File: src/rtl/inst_fetch_unit_pkg.sv
// Shared definitions for the instruction fetch stage: widths, reset values,
// the queue entry layout and a word-alignment helper.
package inst_fetch_unit_pkg;

  localparam int          DATA_SIZE      = 32;
  localparam logic [31:0] FETCH_RESET_PC = 32'h0000_0000;
  localparam logic [31:0] INST_RESET     = 32'h0000_0000;

  typedef struct packed {
    logic [DATA_SIZE-1:0] pc;
    logic [DATA_SIZE-1:0] inst;
  } fetch_entry_t;

  function automatic logic [DATA_SIZE-1:0] align_word(input logic [DATA_SIZE-1:0] addr);
    return {addr[DATA_SIZE-1:2], 2'b00};
  endfunction

endpackage

File: src/rtl/inst_fetch_unit_queue.sv
// Synchronous FIFO of {pc, inst} entries with push, pop, flush and count.
// Used both as the prefetch queue and as the per-request PC tracker.
module fetch_queue
  import inst_fetch_unit_pkg::*;
#(
  parameter int DEPTH = 2,
  parameter int CW    = $clog2(DEPTH + 1)
) (
  input  logic         clk,
  input  logic         rst,
  input  logic         push,
  input  fetch_entry_t push_data,
  input  logic         pop,
  input  logic         flush,
  output logic [CW-1:0] count,
  output fetch_entry_t head
);

  localparam int PW = $clog2(DEPTH);

  fetch_entry_t  mem_q [DEPTH];
  fetch_entry_t  mem_d [DEPTH];
  logic [PW-1:0] wr_ptr_q, wr_ptr_d;
  logic [PW-1:0] rd_ptr_q, rd_ptr_d;
  logic [CW-1:0] count_q, count_d;

  // Flush wins over a same-cycle push so a discarded response never lands.
  always_comb begin
    mem_d    = mem_q;
    wr_ptr_d = wr_ptr_q;
    rd_ptr_d = rd_ptr_q;
    count_d  = count_q;
    if (flush) begin
      wr_ptr_d = '0;
      rd_ptr_d = '0;
      count_d  = '0;
    end else begin
      if (push) begin
        mem_d[wr_ptr_q] = push_data;
        wr_ptr_d        = wr_ptr_q + PW'(1);
      end
      if (pop) begin
        rd_ptr_d = rd_ptr_q + PW'(1);
      end
      count_d = count_q + CW'(push) - CW'(pop);
    end
  end

  always_ff @(posedge clk or posedge rst) begin
    if (rst) begin
      for (int i = 0; i < DEPTH; i++) begin
        mem_q[i] <= '0;
      end
      wr_ptr_q <= '0;
      rd_ptr_q <= '0;
      count_q  <= '0;
    end else begin
      mem_q    <= mem_d;
      wr_ptr_q <= wr_ptr_d;
      rd_ptr_q <= rd_ptr_d;
      count_q  <= count_d;
    end
  end

  assign count = count_q;
  assign head  = mem_q[rd_ptr_q];

endmodule

File: src/rtl/inst_fetch_unit.sv
// Instruction fetch stage: PC, credit-limited memory requests, prefetch queue
// and redirect flush. Optional FETCH_MISALIGN_CHECK_EN adds misalignFault.
module inst_fetch_unit
  import inst_fetch_unit_pkg::*;
#(
  parameter int          QUEUE_DEPTH = 2,
  parameter logic [31:0] RESET_PC    = FETCH_RESET_PC
) (
  input  logic                 clk,
  input  logic                 rst,
  output logic                 imemReqValid,
  output logic [DATA_SIZE-1:0] imemReqAddr,
  input  logic                 imemReqReady,
  input  logic                 imemRespValid,
  input  logic [DATA_SIZE-1:0] imemRespData,
  output logic                 instValid,
  output logic [DATA_SIZE-1:0] inst,
  output logic [DATA_SIZE-1:0] instPC,
  input  logic                 instReady,
  input  logic                 redirectValid,
  input  logic [DATA_SIZE-1:0] redirectPC
`ifdef FETCH_MISALIGN_CHECK_EN
  ,
  output logic                 misalignFault
`endif
);

  localparam int CW = $clog2(QUEUE_DEPTH + 1);
  localparam int SW = CW + 1;

  logic [DATA_SIZE-1:0] pc_q, pc_d;
  logic [CW-1:0]        outstanding_q, outstanding_d;
  logic [CW-1:0]        drop_q, drop_d;
  logic [CW-1:0]        data_count, credit_count;
  fetch_entry_t         data_head, credit_head, data_in, credit_in;
  logic                 halted, req_fire, resp_live, resp_keep, pop;
  logic                 unused_credit_inst;

`ifdef FETCH_MISALIGN_CHECK_EN
  logic fault_q, fault_d;
  assign halted        = fault_q;
  assign misalignFault = fault_q;
`else
  assign halted = 1'b0;
`endif

  // Credits cover both in-flight requests and queued instructions, so the
  // queue can never overflow however long decode stalls.
  assign imemReqValid = !rst && !halted &&
                        ((SW'(outstanding_q) + SW'(data_count)) < SW'(QUEUE_DEPTH));
  assign imemReqAddr  = pc_q;
  assign req_fire     = imemReqValid && imemReqReady;
  assign resp_live    = imemRespValid && (outstanding_q != '0);
  assign resp_keep    = resp_live && (drop_q == '0) && (credit_count != '0);
  assign instValid    = (data_count != '0) && !redirectValid;
  assign pop          = instValid && instReady;
  assign inst         = data_head.inst;
  assign instPC       = data_head.pc;

  assign credit_in          = '{pc: pc_q, inst: INST_RESET};
  assign data_in            = '{pc: credit_head.pc, inst: imemRespData};
  assign unused_credit_inst = ^credit_head.inst;

  // A redirect discards everything still in flight, including a request
  // accepted in the redirect cycle itself.
  always_comb begin
    outstanding_d = outstanding_q + CW'(req_fire) - CW'(resp_live);
    drop_d        = drop_q;
    pc_d          = pc_q;
`ifdef FETCH_MISALIGN_CHECK_EN
    fault_d       = fault_q;
`endif
    if (req_fire) begin
      pc_d = pc_q + 32'd4;
    end
    if (resp_live && (drop_q != '0)) begin
      drop_d = drop_q - CW'(1);
    end
    if (redirectValid) begin
      drop_d = outstanding_d;
`ifdef FETCH_MISALIGN_CHECK_EN
      if (redirectPC[1:0] != 2'b00) begin
        fault_d = 1'b1;
        pc_d    = pc_q;
      end else begin
        pc_d = redirectPC;
      end
`else
      pc_d = align_word(redirectPC);
`endif
    end
  end

  always_ff @(posedge clk or posedge rst) begin
    if (rst) begin
      pc_q          <= RESET_PC;
      outstanding_q <= '0;
      drop_q        <= '0;
`ifdef FETCH_MISALIGN_CHECK_EN
      fault_q       <= 1'b0;
`endif
    end else begin
      pc_q          <= pc_d;
      outstanding_q <= outstanding_d;
      drop_q        <= drop_d;
`ifdef FETCH_MISALIGN_CHECK_EN
      fault_q       <= fault_d;
`endif
    end
  end

  fetch_queue #(.DEPTH(QUEUE_DEPTH), .CW(CW)) u_data_queue (
    .clk       (clk),
    .rst       (rst),
    .push      (resp_keep),
    .push_data (data_in),
    .pop       (pop),
    .flush     (redirectValid),
    .count     (data_count),
    .head      (data_head)
  );

  fetch_queue #(.DEPTH(QUEUE_DEPTH), .CW(CW)) u_credit_queue (
    .clk       (clk),
    .rst       (rst),
    .push      (req_fire),
    .push_data (credit_in),
    .pop       (resp_keep),
    .flush     (redirectValid),
    .count     (credit_count),
    .head      (credit_head)
  );

endmodule

File: config.mk
export PLATFORM = sky130hd
export DESIGN_NAME = inst_fetch_unit
export DESIGN_NICKNAME = d
export VERILOG_FILES = /design/src/rtl/inst_fetch_unit_pkg.sv /design/src/rtl/inst_fetch_unit_queue.sv /design/src/rtl/inst_fetch_unit.sv
export SDC_FILE = /design/constraint.sdc
export NUM_CORES = 1
export LEC_CHECK = 0
export BUFFER_PORTS_ARGS = -buffer_cell sky130_fd_sc_hd__buf_2
export CELL_PAD_IN_SITES_DETAIL_PLACEMENT = 1
export CELL_PAD_IN_SITES_GLOBAL_PLACEMENT = 2
export CORE_MARGIN = 5
export CORE_UTILIZATION = 38
export CTS_CLUSTER_DIAMETER = 120
export DETAILED_ROUTE_END_ITERATION = 6
export PLACE_DENSITY_LB_ADDON = 0.1
export SLEW_MARGIN = 20
export SYNTH_ARGS = -nofsm -noshare
export SYNTH_HDL_FRONTEND = slang
export SYNTH_HIERARCHICAL = 1
export SYNTH_SLANG_ARGS = --single-unit
File: constraint.sdc
create_clock -name clk -period 3.65 [get_ports clk]
set_input_delay 0.365 -clock clk [delete_from_list [all_inputs] [get_ports clk]]
set_output_delay 0.365 -clock clk [all_outputs]
set_load 0.05 [all_outputs]
==> impl_metrics.env, run 1 <==
export IMPL_p_seq_frac=0.389
export IMPL_clkTransAtPathRegs_ns=0.06
export IMPL_cap_violations=0
export IMPL_die_area_um2=33300
export IMPL_path_max_fanout=13
export IMPL_start_kind="flop"
export IMPL_syn_inst=794
export IMPL_p_int_uw=6150
export IMPL_root_buffer="clkbuf_16"
export IMPL_cp_arrival_ns=3.62
export IMPL_fp_row_count=63
export IMPL_critPathCaptureType="flop"
export IMPL_clkPwrFrac=0.283
export IMPL_syn_mean_instance_area_um2=14.3
export IMPL_grt_pass1_vias=8000
export IMPL_outcome="finished, final reports clean"
export IMPL_diodes=0
export IMPL_finalSetupTns_ns=0
export IMPL_place_congestion=0.790
export IMPL_tightest_slew_ns=0.888
export IMPL_cts_tree="yes"
export IMPL_power_frac_comb=0.328
export IMPL_vdd_drop_max_v=0.000317
export IMPL_setup_violations=0
export IMPL_numPortBuffers=163
export IMPL_core_area_um2=29600
export IMPL_min_path_cells=3
export IMPL_drt_pass1_iter_count=4
export IMPL_drc=0
export IMPL_clock_sinks=234
export IMPL_slowest_delay_ns=0.68
export IMPL_clock_skew_ns=0.0102
export IMPL_max_freq_ghz=0.315
export IMPL_die_x_um=183
export IMPL_slew_violations=0
export IMPL_ff2ff_path_depth=6
export IMPL_criticalPathCategory="flop to flop"
export IMPL_post_route_util=0.449
export IMPL_drive_above_1_share=0.521
export IMPL_p_per_area_nw_per_um2=713
export IMPL_worst_path_stages=6
export IMPL_fin_crit_ns=3.18
export IMPL_path_buf_inv=0
export IMPL_htreeDepth=1
export IMPL_wl_per_cell_um=20.2
export IMPL_insertion_delay_ns=0.52
export IMPL_grt_ovfl_total=0
export IMPL_nets=1038
export IMPL_synth_warnings=6
export IMPL_period_share=0.871
export IMPL_hold_path_class="input port to flop"
export IMPL_grt_total_usage=0.164
export IMPL_path_delay_family="simple AND/OR/NAND/NOR gates"
export IMPL_antenna_found_initial=0
export IMPL_finalHoldViolCount=0
export IMPL_fillers=3078
export IMPL_rsz0062_at_grt="no"
export IMPL_power_switching_uw=3310
export IMPL_vias_per_cell=5.08
export IMPL_cts_resized=0
export IMPL_final_antenna_net_count=0
export IMPL_grt_max_degree=133
export IMPL_crit_required_ns=4.09
export IMPL_syn_area_um2=11300
export IMPL_die_height_um=183
export IMPL_drt_iter0_drc=262
export IMPL_totalWireLength_um=27600
export IMPL_cts_made_buffers=28
export IMPL_vias=6946
export IMPL_cts_buffer_depth=3
export IMPL_num_io_pins=168
export IMPL_cpMaxStageDelayCell="or4_4"
export IMPL_grt_pass1_wl_um=44700
export IMPL_leakagePower_uw=0.00661
export IMPL_p_total_uw=9460
export IMPL_initial_core_util=0.383
export IMPL_dp_hpwl_um=18700
export IMPL_crit_chain="and2_1 -> fa_1 -> or4b_1 -> or4_4 -> or4_1 -> a31oi_1"
export IMPL_swShare=0.350
export IMPL_slew_headroom=0.406
export IMPL_area_growth_syn_to_layout_pct=17.3
[cell type report]
class	instances	area (um^2)	area share
Timing Repair Buffer	180	1020	0.0769
Sequential cell	234	5860	0.441
Tap cell	390	488	0.0368
Clock inverter	6	57.6	0.00433
Multi-Input combinational cell	498	4950	0.373
Clock buffer	43	838	0.0631
Inverter	17	67.6	0.00509
[worst paths after layout]
check                                         from  slack [ns]                       end
max reg2reg                  u_data_queue/count[0]        0.47           imemReqAddr[29]
min                                 redirectPC[11]        0.05           imemReqAddr[11]
min reg2reg                u_data_queue/mem_q[119]        0.48   u_data_queue/mem_q[119]
max in group asynchronous                      rst        2.19  u_credit_queue/mem_q[56]
min in group asynchronous                      rst        0.50  u_credit_queue/mem_q[35]
max                          u_data_queue/count[0]        0.47           imemReqAddr[29]
[metrics by stage]
step | instances | instance area (um^2) | setup slack [ns] | hold slack (ns)
finish | 1368 | 13300 | 0.471 | 0.0509
CTS | 1368 | 13300 | 0.436 | 0.0262
global route | 1368 | 13300 | 0.362 | 0.0445
floorplan | 799 | 11300 | 0.630 | 0.431
detailed placement | 1318 | 12400 | 0.445 | 0.474
global placement | 1318 | 12400 | 0.514 | 0.466
[registers in the layout, indices dropped and copies added, names as in the netlist]
name                     flops
u_credit_queue/mem_q        64
u_data_queue/wr_ptr_q        1
imemReqAddr                 30
u_data_queue/rd_ptr_q        1
u_credit_queue/wr_ptr_q      1
u_credit_queue/count         2
outstanding_q                2
drop_q                       2
u_credit_queue/rd_ptr_q      1
u_data_queue/count           2
u_data_queue/mem_q         128
[cell usage in the layout (no fill, tap or decap), drive strengths merged, types with 4 or more instances in the layout]
| cell type | instances |
|---|---|
| inv | 16 |
| a31oi | 15 |
| clkbuf | 43 |
| xor2 | 4 |
| dfrtp | 234 |
| nand3 | 19 |
| nand4 | 9 |
| nor2 | 29 |
| o31ai | 11 |
| and4 | 4 |
| ha | 8 |
| o21ai | 16 |
| buf | 179 |
| clkinv | 4 |
| xnor2 | 11 |
| conb | 6 |
| nand2 | 26 |
| or4 | 17 |
| mux2 | 289 |
[power by group through the flow]
| stage | Clock [uW] | Combinational, uW | Sequential (uW) |
|---|---|---|---|
| 3_5_place_dp | 0 | 3130 | 3730 |
| 3_3_place_gp | 0 | 3050 | 3660 |
| 6_report | 2680 | 3100 | 3680 |
| 5_1_grt | 2900 | 3310 | 3770 |
| 2_1_floorplan | 0 | 2410 | 3670 |
| 4_1_cts | 2780 | 3150 | 3690 |
[timing repair]
action / in CTS / in global routing
setup endpoints to repair: 0 / 0
hold buffers: 1 / 0
hold endpoints to repair: 26 / 0
buffers inserted: 0 / 0
[per-layer routing]
| layer | up-vias | share of wire | GRT usage |
|---|---|---|---|
| met5 | - | 0 | 0 |
| met4 | 0 | 0.012 | 0.0330 |
| met3 | 33 | 0.044 | 0.0249 |
| met2 | 148 | 0.48 | 0.279 |
| met1 | 3573 | 0.47 | 0.225 |
| li1 | 3192 | - | - |
[tightest hold or removal path: stages]
cell,delay [ns]
buf_2,0.07
nand2_1,0.05
nand3_1,0.05
Power figures use the tool's default switching activity.
==> run 2, diff against run 1 <==
Clock period 3.65 ns to 2.8 ns, I/O delays scaled along.
==> run 2 against run 1 <==
  * Design area up 9.0%
  * Sequential share of layout area is 3.6 points lower
  * Global-route usage rose by 0.78 points
  * The run now ends with negative setup slack left
  * First-iteration DRC count down 7.6%
  * Largest cell class unchanged
==> impl_metrics.env, run 2 (synthesis gave the netlist of run 1 again) <==
export IMPL_outcome="complete, but fails checks"
export IMPL_failed_checks="negative setup slack"
export IMPL_die_x_um=183
export IMPL_crit_chain="and2_4 -> fa_1 -> or4b_4 -> buf_4 -> or4_4 -> or4_1 -> a31oi_1"
export IMPL_crit_path_start="u_data_queue/count[0]"
export IMPL_grt_total_usage=0.172
export IMPL_root_buffer="clkbuf_16"
export IMPL_diodes=0
export IMPL_htreeDepth=1
export IMPL_slew_violations=0
export IMPL_vdd_drop_max_v=0.000581
export IMPL_cp_arrival_ns=3.40
export IMPL_grt_ovfl_total=0
export IMPL_area_growth_syn_to_layout_pct=27.8
export IMPL_cts_made_buffers=28
export IMPL_rsz0062_at_grt="yes"
export IMPL_slew_headroom=0.404
export IMPL_period_share=1.05
export IMPL_path_max_fanout=6
export IMPL_clkTransAtPathRegs_ns=0.06
export IMPL_most_common_layout_cells="233 x dfrtp_1, 163 x buf_2, 159 x mux2_2, 125 x mux2_4, 50 x dlygate4sd3_1"
export IMPL_path_delay_family="simple AND/OR/NAND/NOR gates"
export IMPL_numPortBuffers=163
export IMPL_largest_reg_flops=128
export IMPL_fin_area_um2=14500
export IMPL_leakagePower_uw=0.00719
export IMPL_tightest_slew_ns=0.893
export IMPL_p_total_uw=13000
export IMPL_vias=7336
export IMPL_clock_sinks=234
export IMPL_dpl_cell_area_um2=12600
export IMPL_path_buf_inv=1
export IMPL_critPathCaptureType="flop"
export IMPL_r2r_start="u_data_queue/count[0]"
export IMPL_vias_per_cell=5.06
export IMPL_antenna_found_initial=0
export IMPL_finalSetupTns_ns=-2.37
export IMPL_finalHoldViolCount=0
export IMPL_dp_hpwl_um=18900
export IMPL_dpl_cell_count=1336
export IMPL_insertion_delay_ns=0.53
export IMPL_regArea_um2=5860
export IMPL_setup_violations=42
export IMPL_cts_tree="yes"
export IMPL_clock_skew_ns=0.0177
export IMPL_cpMaxStageDelayCell="or4b_4"
export IMPL_slowest_delay_ns=0.55
export IMPL_die_area_um2=33300
export IMPL_grt_pass1_wl_um=46800
export IMPL_final_common_cell="dfrtp_1"
export IMPL_drt_iter0_drc=242
export IMPL_postLayoutSetupSlackWorst_ns=-0.148
export IMPL_drt_pass1_iter_count=4
export IMPL_die_height_um=183
export IMPL_max_freq_ghz=0.339
export IMPL_grt_max_degree=77
export IMPL_num_io_pins=168
export IMPL_fin_cells=1449
export IMPL_multi_input_area_um2=5220
export IMPL_hp_start="redirectPC[16]"
export IMPL_whs_ns=0.0184
export IMPL_core_area_um2=29600
export IMPL_initial_core_util=0.383
export IMPL_final_antenna_net_count=0
export IMPL_hold_path_class="input port to flop"
export IMPL_place_congestion=0.774
export IMPL_fillers=3023
export IMPL_grt_pass1_vias=8340
export IMPL_fp_row_count=63
export IMPL_cap_violations=0
export IMPL_criticalPathCategory="flop to flop"
export IMPL_p_per_area_nw_per_um2=901
export IMPL_drc=0
export IMPL_wl_per_cell_um=20.6
export IMPL_crit_required_ns=3.25
export IMPL_top_register="u_data_queue/mem_q"
export IMPL_nets=1118
export IMPL_drive_above_1_share=0.538
export IMPL_start_kind="flop"
export IMPL_cts_buffer_depth=3
export IMPL_totalWireLength_um=29800
export IMPL_fin_crit_ns=2.95
-- run 2: routing by layer --
metal	vias up	wire length (um)	global-route usage
met5	-	0	0
met4	0	582	0.0447
met3	38	1170	0.0245
met2	168	14100	0.282
met1	3770	14000	0.241
li1	3360	-	-
-- run 2: path summary, 6_finish.rpt --
check | cells after the start | endpoint | slack, ns
max reg2reg | 7 | imemReqAddr[25] | -0.15
max | 7 | imemReqAddr[25] | -0.15
max in group asynchronous | 4 | u_credit_queue/mem_q[124] | 1.57
min in group asynchronous | 4 | u_data_queue/rd_ptr_q | 0.46
min reg2reg | 1 | u_data_queue/mem_q[122] | 0.49
min | 3 | imemReqAddr[16] | 0.02
-- run 2: area by class of cell --
type / count / share of cell area
Clock buffer: 41 / 0.0588
Clock inverter: 9 / 0.00683
Inverter: 17 / 0.00484
Multi-Input combinational cell: 499 / 0.361
Sequential cell: 234 / 0.405
Tap cell: 390 / 0.0337
Timing Repair Buffer: 259 / 0.130
-- run 2: repair_timing --
| action | 4_1_cts | 5_1_grt |
|---|---|---|
| endpoints found under the hold margin | 237 | 0 |
| resized for setup | 18 | 52 |
| endpoints found under the setup margin | 83 | 81 |
| buffers inserted | 5 | 4 |
| pin swaps | 22 | 8 |
| hold buffers | 50 | 0 |
| gates cloned | 1 | 3 |
-- run 2: stage by stage --
| step | setup WS, ns | util |
|---|---|---|
| global placement | -0.182 | 0.426 |
| CTS | -0.0983 | 0.479 |
| detailed placement | -0.273 | 0.426 |
| floorplan | -0.129 | - |
| finish | -0.148 | 0.490 |
| global route | -0.201 | 0.490 |
-- run 2: tightest hold or removal path, stage by stage --
cell and delay [ns]:
buf_2 0.10, nor2_1 0.08, a31oi_1 0.05
-- run 2: where the power goes --
| part | internal (uW) | total, uW | switching [uW] |
|---|---|---|---|
| sequential | 4240 | 4790 | 551 |
| clock | 2280 | 3680 | 1400 |
| combinational | 2000 | 4570 | 2570 |
| total | 8520 | 13000 | 4520 |
